**src/rtl/sp_pkg.sv**
```systemverilog
// sp_pkg: shared types and constants for the front-panel button conditioning blocks.
// Rev 1.0
`default_nettype none

package sp_pkg;

  typedef enum logic [1:0] {
    DB_IDLE,
    DB_PRESS_WAIT,
    DB_PRESSED,
    DB_RELEASE_WAIT
  } db_state_t;

  localparam int unsigned CLK_HZ = 100_000_000;

  // Defaults: 10 ms debounce, 500 ms to first repeat, 200 ms between repeats.
  localparam int unsigned DB_STABLE_DEFAULT = CLK_HZ / 100;
  localparam int unsigned DB_REP_DELAY_DEFAULT = CLK_HZ / 2;
  localparam int unsigned DB_REP_PERIOD_DEFAULT = CLK_HZ / 5;

  function automatic int unsigned max3(input int unsigned a, input int unsigned b,
                                       input int unsigned c);
    int unsigned m;
    m = (a > b) ? a : b;
    return (m > c) ? m : c;
  endfunction

endpackage

`default_nettype wire

```
**src/rtl/sync_2ff.sv**
```systemverilog
// sync_2ff: two-flop single-bit synchronizer, asynchronous active-high reset to 0.
// Rev 1.0
`default_nettype none

module sync_2ff (
  input  logic clk,
  input  logic rst,
  input  logic d,
  output logic q
);

  logic meta;

  always_ff @(posedge clk or posedge rst) begin
    if (rst) begin
      meta <= 1'b0;
      q    <= 1'b0;
    end else begin
      meta <= d;
      q    <= meta;
    end
  end

endmodule

`default_nettype wire

```
**src/rtl/btn_debounce_pulse.sv**
```systemverilog
// btn_debounce_pulse: synchronizes and debounces the step button, emitting one-cycle
// press/release strobes and optional auto-repeat pulses while held. Rev 1.0
`default_nettype none

module btn_debounce_pulse
  import sp_pkg::*;
#(
  parameter int unsigned STABLE_CYCLES = DB_STABLE_DEFAULT,
  parameter bit          REPEAT_EN     = 1'b0,
  parameter int unsigned REPEAT_DELAY  = DB_REP_DELAY_DEFAULT,
  parameter int unsigned REPEAT_PERIOD = DB_REP_PERIOD_DEFAULT
) (
  input  logic clk,
  input  logic rst,
  input  logic btn_in,
  output logic pulse,
  output logic level,
  output logic release_pulse
);

  localparam int unsigned CNT_TOP = max3(STABLE_CYCLES, REPEAT_DELAY, REPEAT_PERIOD);
  localparam int          CNT_W   = $clog2(CNT_TOP + 1);

  localparam logic [CNT_W-1:0] STABLE_LAST = CNT_W'(STABLE_CYCLES - 1);
  localparam logic [CNT_W-1:0] DELAY_C     = CNT_W'(REPEAT_DELAY);
  localparam logic [CNT_W-1:0] PERIOD_C    = CNT_W'(REPEAT_PERIOD);
  localparam logic [CNT_W-1:0] CNT_SAT     = {CNT_W{1'b1}};
  localparam logic [CNT_W-1:0] CNT_ONE     = CNT_W'(1);

  logic btn_s;

  db_state_t        state, state_n;
  logic [CNT_W-1:0] stab_cnt, stab_n;
  logic [CNT_W-1:0] rep_cnt, rep_n;
  logic             rep_first, rep_first_n;
  logic             pulse_n, level_n, release_n;
  logic [CNT_W-1:0] rep_target;
  logic [CNT_W-1:0] stab_inc, rep_inc;

  sync_2ff u_sync (
    .clk (clk),
    .rst (rst),
    .d   (btn_in),
    .q   (btn_s)
  );

  always_ff @(posedge clk or posedge rst) begin
    if (rst) begin
      state         <= DB_IDLE;
      stab_cnt      <= '0;
      rep_cnt       <= '0;
      rep_first     <= 1'b0;
      pulse         <= 1'b0;
      level         <= 1'b0;
      release_pulse <= 1'b0;
    end else begin
      state         <= state_n;
      stab_cnt      <= stab_n;
      rep_cnt       <= rep_n;
      rep_first     <= rep_first_n;
      pulse         <= pulse_n;
      level         <= level_n;
      release_pulse <= release_n;
    end
  end

  // Saturating increments so a long hold can never wrap a counter.
  assign stab_inc   = (stab_cnt == CNT_SAT) ? stab_cnt : stab_cnt + CNT_ONE;
  assign rep_inc    = (rep_cnt == CNT_SAT) ? rep_cnt : rep_cnt + CNT_ONE;
  assign rep_target = rep_first ? DELAY_C : PERIOD_C;

  always_comb begin
    state_n     = state;
    stab_n      = stab_cnt;
    rep_n       = rep_cnt;
    rep_first_n = rep_first;
    pulse_n     = 1'b0;
    release_n   = 1'b0;
    level_n     = level;

    case (state)
      DB_IDLE: begin
        if (btn_s) begin
          if (STABLE_CYCLES == 1) begin
            state_n     = DB_PRESSED;
            stab_n      = '0;
            rep_n       = '0;
            rep_first_n = 1'b1;
            pulse_n     = 1'b1;
            level_n     = 1'b1;
          end else begin
            state_n = DB_PRESS_WAIT;
            stab_n  = CNT_ONE;
          end
        end
      end

      DB_PRESS_WAIT: begin
        if (!btn_s) begin
          state_n = DB_IDLE;
          stab_n  = '0;
        end else if (stab_cnt >= STABLE_LAST) begin
          state_n     = DB_PRESSED;
          stab_n      = '0;
          rep_n       = '0;
          rep_first_n = 1'b1;
          pulse_n     = 1'b1;
          level_n     = 1'b1;
        end else begin
          stab_n = stab_inc;
        end
      end

      DB_PRESSED: begin
        // A falling sample takes priority so no repeat fires on the release edge.
        if (!btn_s) begin
          if (STABLE_CYCLES == 1) begin
            state_n   = DB_IDLE;
            stab_n    = '0;
            level_n   = 1'b0;
            release_n = 1'b1;
          end else begin
            state_n = DB_RELEASE_WAIT;
            stab_n  = CNT_ONE;
          end
        end else if (REPEAT_EN) begin
          if (rep_cnt >= rep_target) begin
            pulse_n     = 1'b1;
            rep_n       = '0;
            rep_first_n = 1'b0;
          end else begin
            rep_n = rep_inc;
          end
        end
      end

      DB_RELEASE_WAIT: begin
        if (btn_s) begin
          state_n = DB_PRESSED;
          stab_n  = '0;
        end else if (stab_cnt >= STABLE_LAST) begin
          state_n   = DB_IDLE;
          stab_n    = '0;
          level_n   = 1'b0;
          release_n = 1'b1;
        end else begin
          stab_n = stab_inc;
        end
      end

      default: begin
        state_n = DB_IDLE;
        stab_n  = '0;
        level_n = 1'b0;
      end
    endcase
  end

endmodule

`default_nettype wire

```
**config.mk**
```make
export PLATFORM = sky130hd
export DESIGN_NAME = btn_debounce_pulse
export DESIGN_NICKNAME = d
export VERILOG_FILES = /design/src/rtl/sp_pkg.sv /design/src/rtl/sync_2ff.sv /design/src/rtl/btn_debounce_pulse.sv
export SDC_FILE = /design/constraint.sdc
export NUM_CORES = 1
export LEC_CHECK = 0
export ABC_AREA = 1
export BUFFER_PORTS_ARGS = -buffer_cell sky130_fd_sc_hd__buf_2
export CAP_MARGIN = 20
export CORE_MARGIN = 2
export CORE_UTILIZATION = 40
export CTS_CLUSTER_DIAMETER = 80
export CTS_CLUSTER_SIZE = 12
export DETAILED_ROUTE_END_ITERATION = 6
export SYNTH_ARGS = -nofsm -noshare
export SYNTH_HDL_FRONTEND = slang
export SYNTH_SLANG_ARGS = --single-unit
```
**constraint.sdc**
```tcl
create_clock -name clk -period 1.65 [get_ports clk]
set_input_delay 0.4125 -clock clk [delete_from_list [all_inputs] [get_ports clk]]
set_output_delay 0.4125 -clock clk [all_outputs]
set_load 0.05 [all_outputs]
```
* Yosys cells after proc, flatten, opt, wreduce, memory -nomap -nowiden
Index checks and enable logic that the tools add are counted.
** Cells by class
- Add/subtract/negate cells :: 1
- Order comparisons :: 1
- Eq/ne operators :: 12
- Multiplexer cells :: 24
- Reduce and logical (&&, ||, !) cells :: 5
** Operator list (count)
- two-way mux 26 bit :: 6
- one-hot mux 26 bit (4 select lines) :: 1
- adder 26 x 1 -> 26 bit (second input constant) :: 1
- == test 26 bit (second input constant) :: 1
- greater-or-equal comparator 26 x 20 -> 1 bit (second input constant) :: 1
- two-way mux 2 bit :: 6
- two-way mux 1 bit :: 9
- != test 2 bit (second input constant) :: 4
- one-hot mux 2 bit (4 select lines) :: 1
- AND reduction 5 bit :: 1
- == test 2 bit (second input constant) :: 2
- != test 2 x 1 -> 1 bit (second input constant) :: 2
- AND reduction 4 bit :: 1
- != test 3 x 2 -> 1 bit (second input constant) :: 1
- != test 3 bit (second input constant) :: 1
- == test 2 x 1 -> 1 bit (second input constant) :: 1
- logical NOT 2 bit :: 1
- one-hot mux 1 bit (2 select lines) :: 1
- AND reduction 2 bit :: 1
- nonzero test 2 bit :: 1
** Storage, ports and cells
- Bits in registers :: 33
- Output and inout bits :: 3
- Word-level logic and storage cells :: 50

* Logic depth before layout (Yosys ltp)
- Depth in word-level cells :: 5
- Gate-level depth with buffers :: 12
- Depth with buffers taken out :: 12

* Cells and area by module
A second synthesis with hierarchy kept.
** Unflattened totals
- Cell total of the unflattened synthesis :: 282
- Area, all modules :: 1961.9 µm²
** By module, submodules not included
- btn_debounce_pulse :: instances 1, cells each 279, area each 1908.1 µm², seq. area each 775.7 µm²
- sync_2ff :: instances 1, cells each 3, area each 53.8 µm², seq. area each 50.0 µm²

* Least setup slack after synthesis
OpenSTA, ideal clock, no wires.
- Path type :: register to register
- Start point :: reg stab_cnt[0]
- End point :: reg stab_cnt[7]
- Data arrival time :: 1490 ps
- Path slack :: 45 ps
- Stages on the path, launching flop included :: 12
- Buffers on the path :: 1
- Period minus slack after synthesis :: 1605 ps
- Cell sequence :: dfrtp_1 ha_1 inv_1 nor2_4 nand2_2 nor2_4 nand3_4 nand2_4 buf_8 o21ai_1 nand3_1 inv_1
** Between the ends
- Word-level cells in the longest chain between the ends :: 5
** Ends and longest elaborated chain
- from (decl) :: line btn_debounce_pulse.sv:33 : logic [CNT_W-1:0] stab_cnt, stab_n;
- from (signal assigned) :: line btn_debounce_pulse.sv:58 : stab_cnt <= stab_n;
- adder 26 x 1 -> 26 bit / == test 26 bit (equally long branches) :: line btn_debounce_pulse.sv:68 : assign stab_inc = (stab_cnt == CNT_SAT) ? stab_cnt : stab_cnt + CNT_ONE;
- two-way mux 26 bit :: line btn_debounce_pulse.sv:68
- two-way mux 26 bit (*) :: line btn_debounce_pulse.sv:102, btn_debounce_pulse.sv:141
- two-way mux 26 bit (on tied branches) :: line btn_debounce_pulse.sv:138, btn_debounce_pulse.sv:99
- one-hot mux 26 bit (4 select lines) (*) :: line btn_debounce_pulse.sv:81 : case (state)
Every way passes the cells marked *; elsewhere a longest branch is shown, timed or not.
A chain may end at the register's enable or synchronous reset.

* Worst setup path in the final report
- Start point :: reg stab_cnt[0]
- End point :: reg stab_cnt[2]
Same word-level chain as after synthesis.

==> flow_summary.ini <==
[clock_network]
clk_pin_slew_worst_setup_hold_paths_ns = 0.07
htreeDepth = 2
cts_buffers = 5
cts_num_sinks = 33
clk-insertion-delay-late_ns = 0.29
cts_tree = yes
max-clock-path-buffers = 2
cts_root_buf = sky130_fd_sc_hd__clkbuf_8

[timing]
finalCritPeriodShare_pct = 95.6
worstMarginPinSlew_ns = 0.415
maxSlewHeadroom_pct = 72.4
timing.clock.skew_ns = 0.00557
finalWorstPathRequiredPeriod_ns = 1.58
setup_repair_after_global_routing_missed_its_margin = yes
tns_ns = 0
hold_violations = 0
setup-violations-final = 0
drv_slew = 0
finalWorstSetupSlack_ns = 0.0725
max_freq_mhz = 634

[drt]
drt-vias-per-instance = 4.56
ant_nets = 0
finalWirelength_um = 4090
route.detailed.drc = 0
detail_route.iter0.violations = 72
avgRoutedWirePerCell_um = 11.3
detailedRoute.firstPassIterationCount = 4
via_count = 1646

[final_layout]
layout.filler_cells = 467
stdcell_count = 361
n_antenna_cell = 0
nNetsFinal = 310
synthToLayoutAreaGrowth_pct = 20.4
layout-drive-gt1-share_pct = 21.2
final_util_pct = 49.5

[die]
fp.coreArea_mm2 = 0.00469
die_h_um = 73.5
io-pin-count = 6
die_w_um = 73.5
floorplan.die_area_mm2 = 0.00539
placement_rows = 25
initial_cell_density_of_the_core_pct = 41.1

[global_routing]
total_routing_usage_reported_by_global_routing_pct = 17.2
grt_first_pass_wirelength_um = 7080
grt_antenna_before_repair = 0
grt_pass1_vias = 1579
grt-ovfl-total = 0
grt_max_degree = 34

[synthesis]
yosysUniqueCellTypes = 30
synth-adder-area-share_pct = 0.649
largest_family_of_logic_cells_by_synthesized_area = simple AND/OR/NAND/NOR gates
ys.flop_type = sky130_fd_sc_hd__dfrtp_1
yosys-top-cells-area = sky130_fd_sc_hd__dfrtp_1 (43%), sky130_fd_sc_hd__nand2_1 (16%), sky130_fd_sc_hd__inv_1 (9.1%)
yosys.area_share.xor_xnor_pct = 0.908
synthDominantAreaCellType = sky130_fd_sc_hd__dfrtp_1
yosys.area_share.simple_pct = 37.7
synth-edff-count = 0
avgSynthCellArea_um2 = 7.09
synth_top_area_share_pct = 42.8
synth.mux.area_fraction_pct = 0
synth_compound_gate_area_share_pct = 5.58
yosysSeqAreaShare_pct = 42.8
postSynth.asyncResetShare_pct = 100
yosys_warnings = 0
synth_nets = 276
ys_seq_elements = 33
yosys-top-cells-count = sky130_fd_sc_hd__nand2_1 (80), sky130_fd_sc_hd__inv_1 (47), sky130_fd_sc_hd__dfrtp_1 (33), sky130_fd_sc_hd__nor2_1 (33), sky130_fd_sc_hd__nand3_1 (24)
synthesis.instances = 272
most_numerous_cell_in_the_yosys_netlist = sky130_fd_sc_hd__nand2_1
syn_area_mm2 = 0.00193

[critical_path]
cp.arrival_ns = 1.76
start_kind = flip-flop
crit_fanout = 7
reg2reg_path_depth = 11
worst_setup_path_category = reg2reg
path_depth = 11
crit_chain = ha_2 > inv_2 > nor2_4 > nand2_4 > nor2_4 > nand3_4 > nand2_4 > buf_12 > o21bai_1 > nand2_1 > nor2_1
crit_required_ns = 1.83
critical_path.slowest_cell = sky130_fd_sc_hd__dfrtp_1
cp_top_family = simple AND/OR/NAND/NOR gates
slowest_delay_ns = 0.37
buf_inv_on_cp = 2
end_kind = flip-flop

[placed_design]
placed_cells_incl_taps = 351
place.port_buffers = 5
preCtsSetupSlack_ns = 0.0268
place.gp.congestion = 0.806
detailedPlacementHpwl_um = 3030

[run_status]
result_of_the_run = completed

[power]
power-per-cell-area_mw_per_mm2 = 664
total_leakage_power_nw = 1.24
ir_drop_worst_vdd_mv = 0.399
total_power_mw = 1.54

[flow_run]
maxCapViolCount = 0

[worst_hold_path]
hold_path_class = in2async
-- where the power goes --
| group | switching, mW | leakage [nW] | total (mW) | internal, mW |
|---|---|---|---|---|
| sequential | 0.00738 | 0.450 | 0.826 | 0.819 |
| clock | 0.303 | 0.0450 | 0.595 | 0.292 |
| combinational | 0.0725 | 0.748 | 0.122 | 0.0493 |
-- sequential cells by signal, indices dropped and copies added (netlist names), named ones only --
signal         count
release_pulse      1
stab_cnt          26
u_sync.q           1
state              1
level              1
u_sync.meta        1
pulse              1
-- repair_timing --
item | in CTS | in global routing
endpoints found under the setup margin | 0 | 20
setup buffers | 0 | 2
hold buffers | 0 | 0
resized for setup | 0 | 14
-- tightest hold or removal path, cell delays in order --
cell and delay [ns]:
sky130_fd_sc_hd__buf_2 0.09, sky130_fd_sc_hd__inv_1 0.04, sky130_fd_sc_hd__buf_4 0.37
-- per-stage QoR --
step | instance area [um2] | hold WS [ns]
after global placement | 2190 | 0.333
final | 2320 | 0.201
after floorplan | 1930 | 0.331
after detailed placement | 2190 | 0.335
after global routing | 2320 | 0.220
after CTS | 2270 | 0.213
-- placed cells by master (no fill, tap or decap), types with 2 or more instances in the layout --
master | Yosys | routed
sky130_fd_sc_hd__clkbuf_8 | 0 | 5
sky130_fd_sc_hd__nand2_1 | 80 | 79
sky130_fd_sc_hd__nand4_1 | 6 | 6
sky130_fd_sc_hd__buf_4 | 1 | 23
sky130_fd_sc_hd__nand3_2 | 1 | 2
sky130_fd_sc_hd__nor2_1 | 33 | 29
sky130_fd_sc_hd__o21ai_0 | 3 | 2
sky130_fd_sc_hd__inv_2 | 2 | 2
sky130_fd_sc_hd__clkinv_1 | 4 | 4
sky130_fd_sc_hd__nor2_4 | 3 | 3
sky130_fd_sc_hd__dfrtp_1 | 33 | 32
sky130_fd_sc_hd__nand3_1 | 24 | 23
sky130_fd_sc_hd__o21bai_1 | 3 | 3
sky130_fd_sc_hd__o21ai_1 | 8 | 9
sky130_fd_sc_hd__nor2_2 | 2 | 6
sky130_fd_sc_hd__clkinv_2 | 0 | 2
sky130_fd_sc_hd__nand3b_1 | 2 | 2
sky130_fd_sc_hd__buf_2 | 1 | 5
sky130_fd_sc_hd__inv_1 | 47 | 46
sky130_fd_sc_hd__nand2_2 | 5 | 5
sky130_fd_sc_hd__nor3_1 | 3 | 2
sky130_fd_sc_hd__buf_12 | 0 | 2
sky130_fd_sc_hd__nand2_4 | 1 | 2
-- cell type report --
| type | instances | area (um2) | share of cell area, % |
|---|---|---|---|
| multi-input combinational | 182 | 896 | 38.6 |
| sequential | 33 | 827 | 35.6 |
| timing repair buffer | 31 | 249 | 10.7 |
| inverter | 53 | 201 | 8.67 |
| clock buffer | 6 | 72.6 | 3.12 |
| tap | 54 | 67.6 | 2.91 |
| clock inverter | 2 | 10.0 | 0.431 |
-- final timing paths --
check	startpoint	to	slack (ns)
hold / removal	rst	stab_cnt[17]	0.20
max in group asynchronous	rst	stab_cnt[8]	1.13
hold reg to reg	u_sync.meta	u_sync.q	0.35
setup reg to reg	stab_cnt[0]	stab_cnt[2]	0.07
min in group clk	btn_in	u_sync.meta	0.23
setup / recovery	stab_cnt[0]	stab_cnt[2]	0.07
-- logic make-up after synthesis --
| kind of cell | after synthesis |
|---|---|
| buf+inv | 57 |
| fa+ha+maj | 1 |
| compound gates | 18 |
| simple gates | 161 |
| flops | 33 |
| xor+xnor | 2 |
-- per-layer routing --
layer  wire, um  part of all wire (%)  vias to the layer above  global-route usage, %
li1           -                     -                      898                      -
met1       2030                    50                      727                   22.6
met2       1910                    47                       14                   27.6
met3         80                   2.0                        7                   3.70
met4         70                   1.7                        0                   6.67
met5          0                     0                        -                      0
Note: power is estimated with default switching activity, not from simulation.
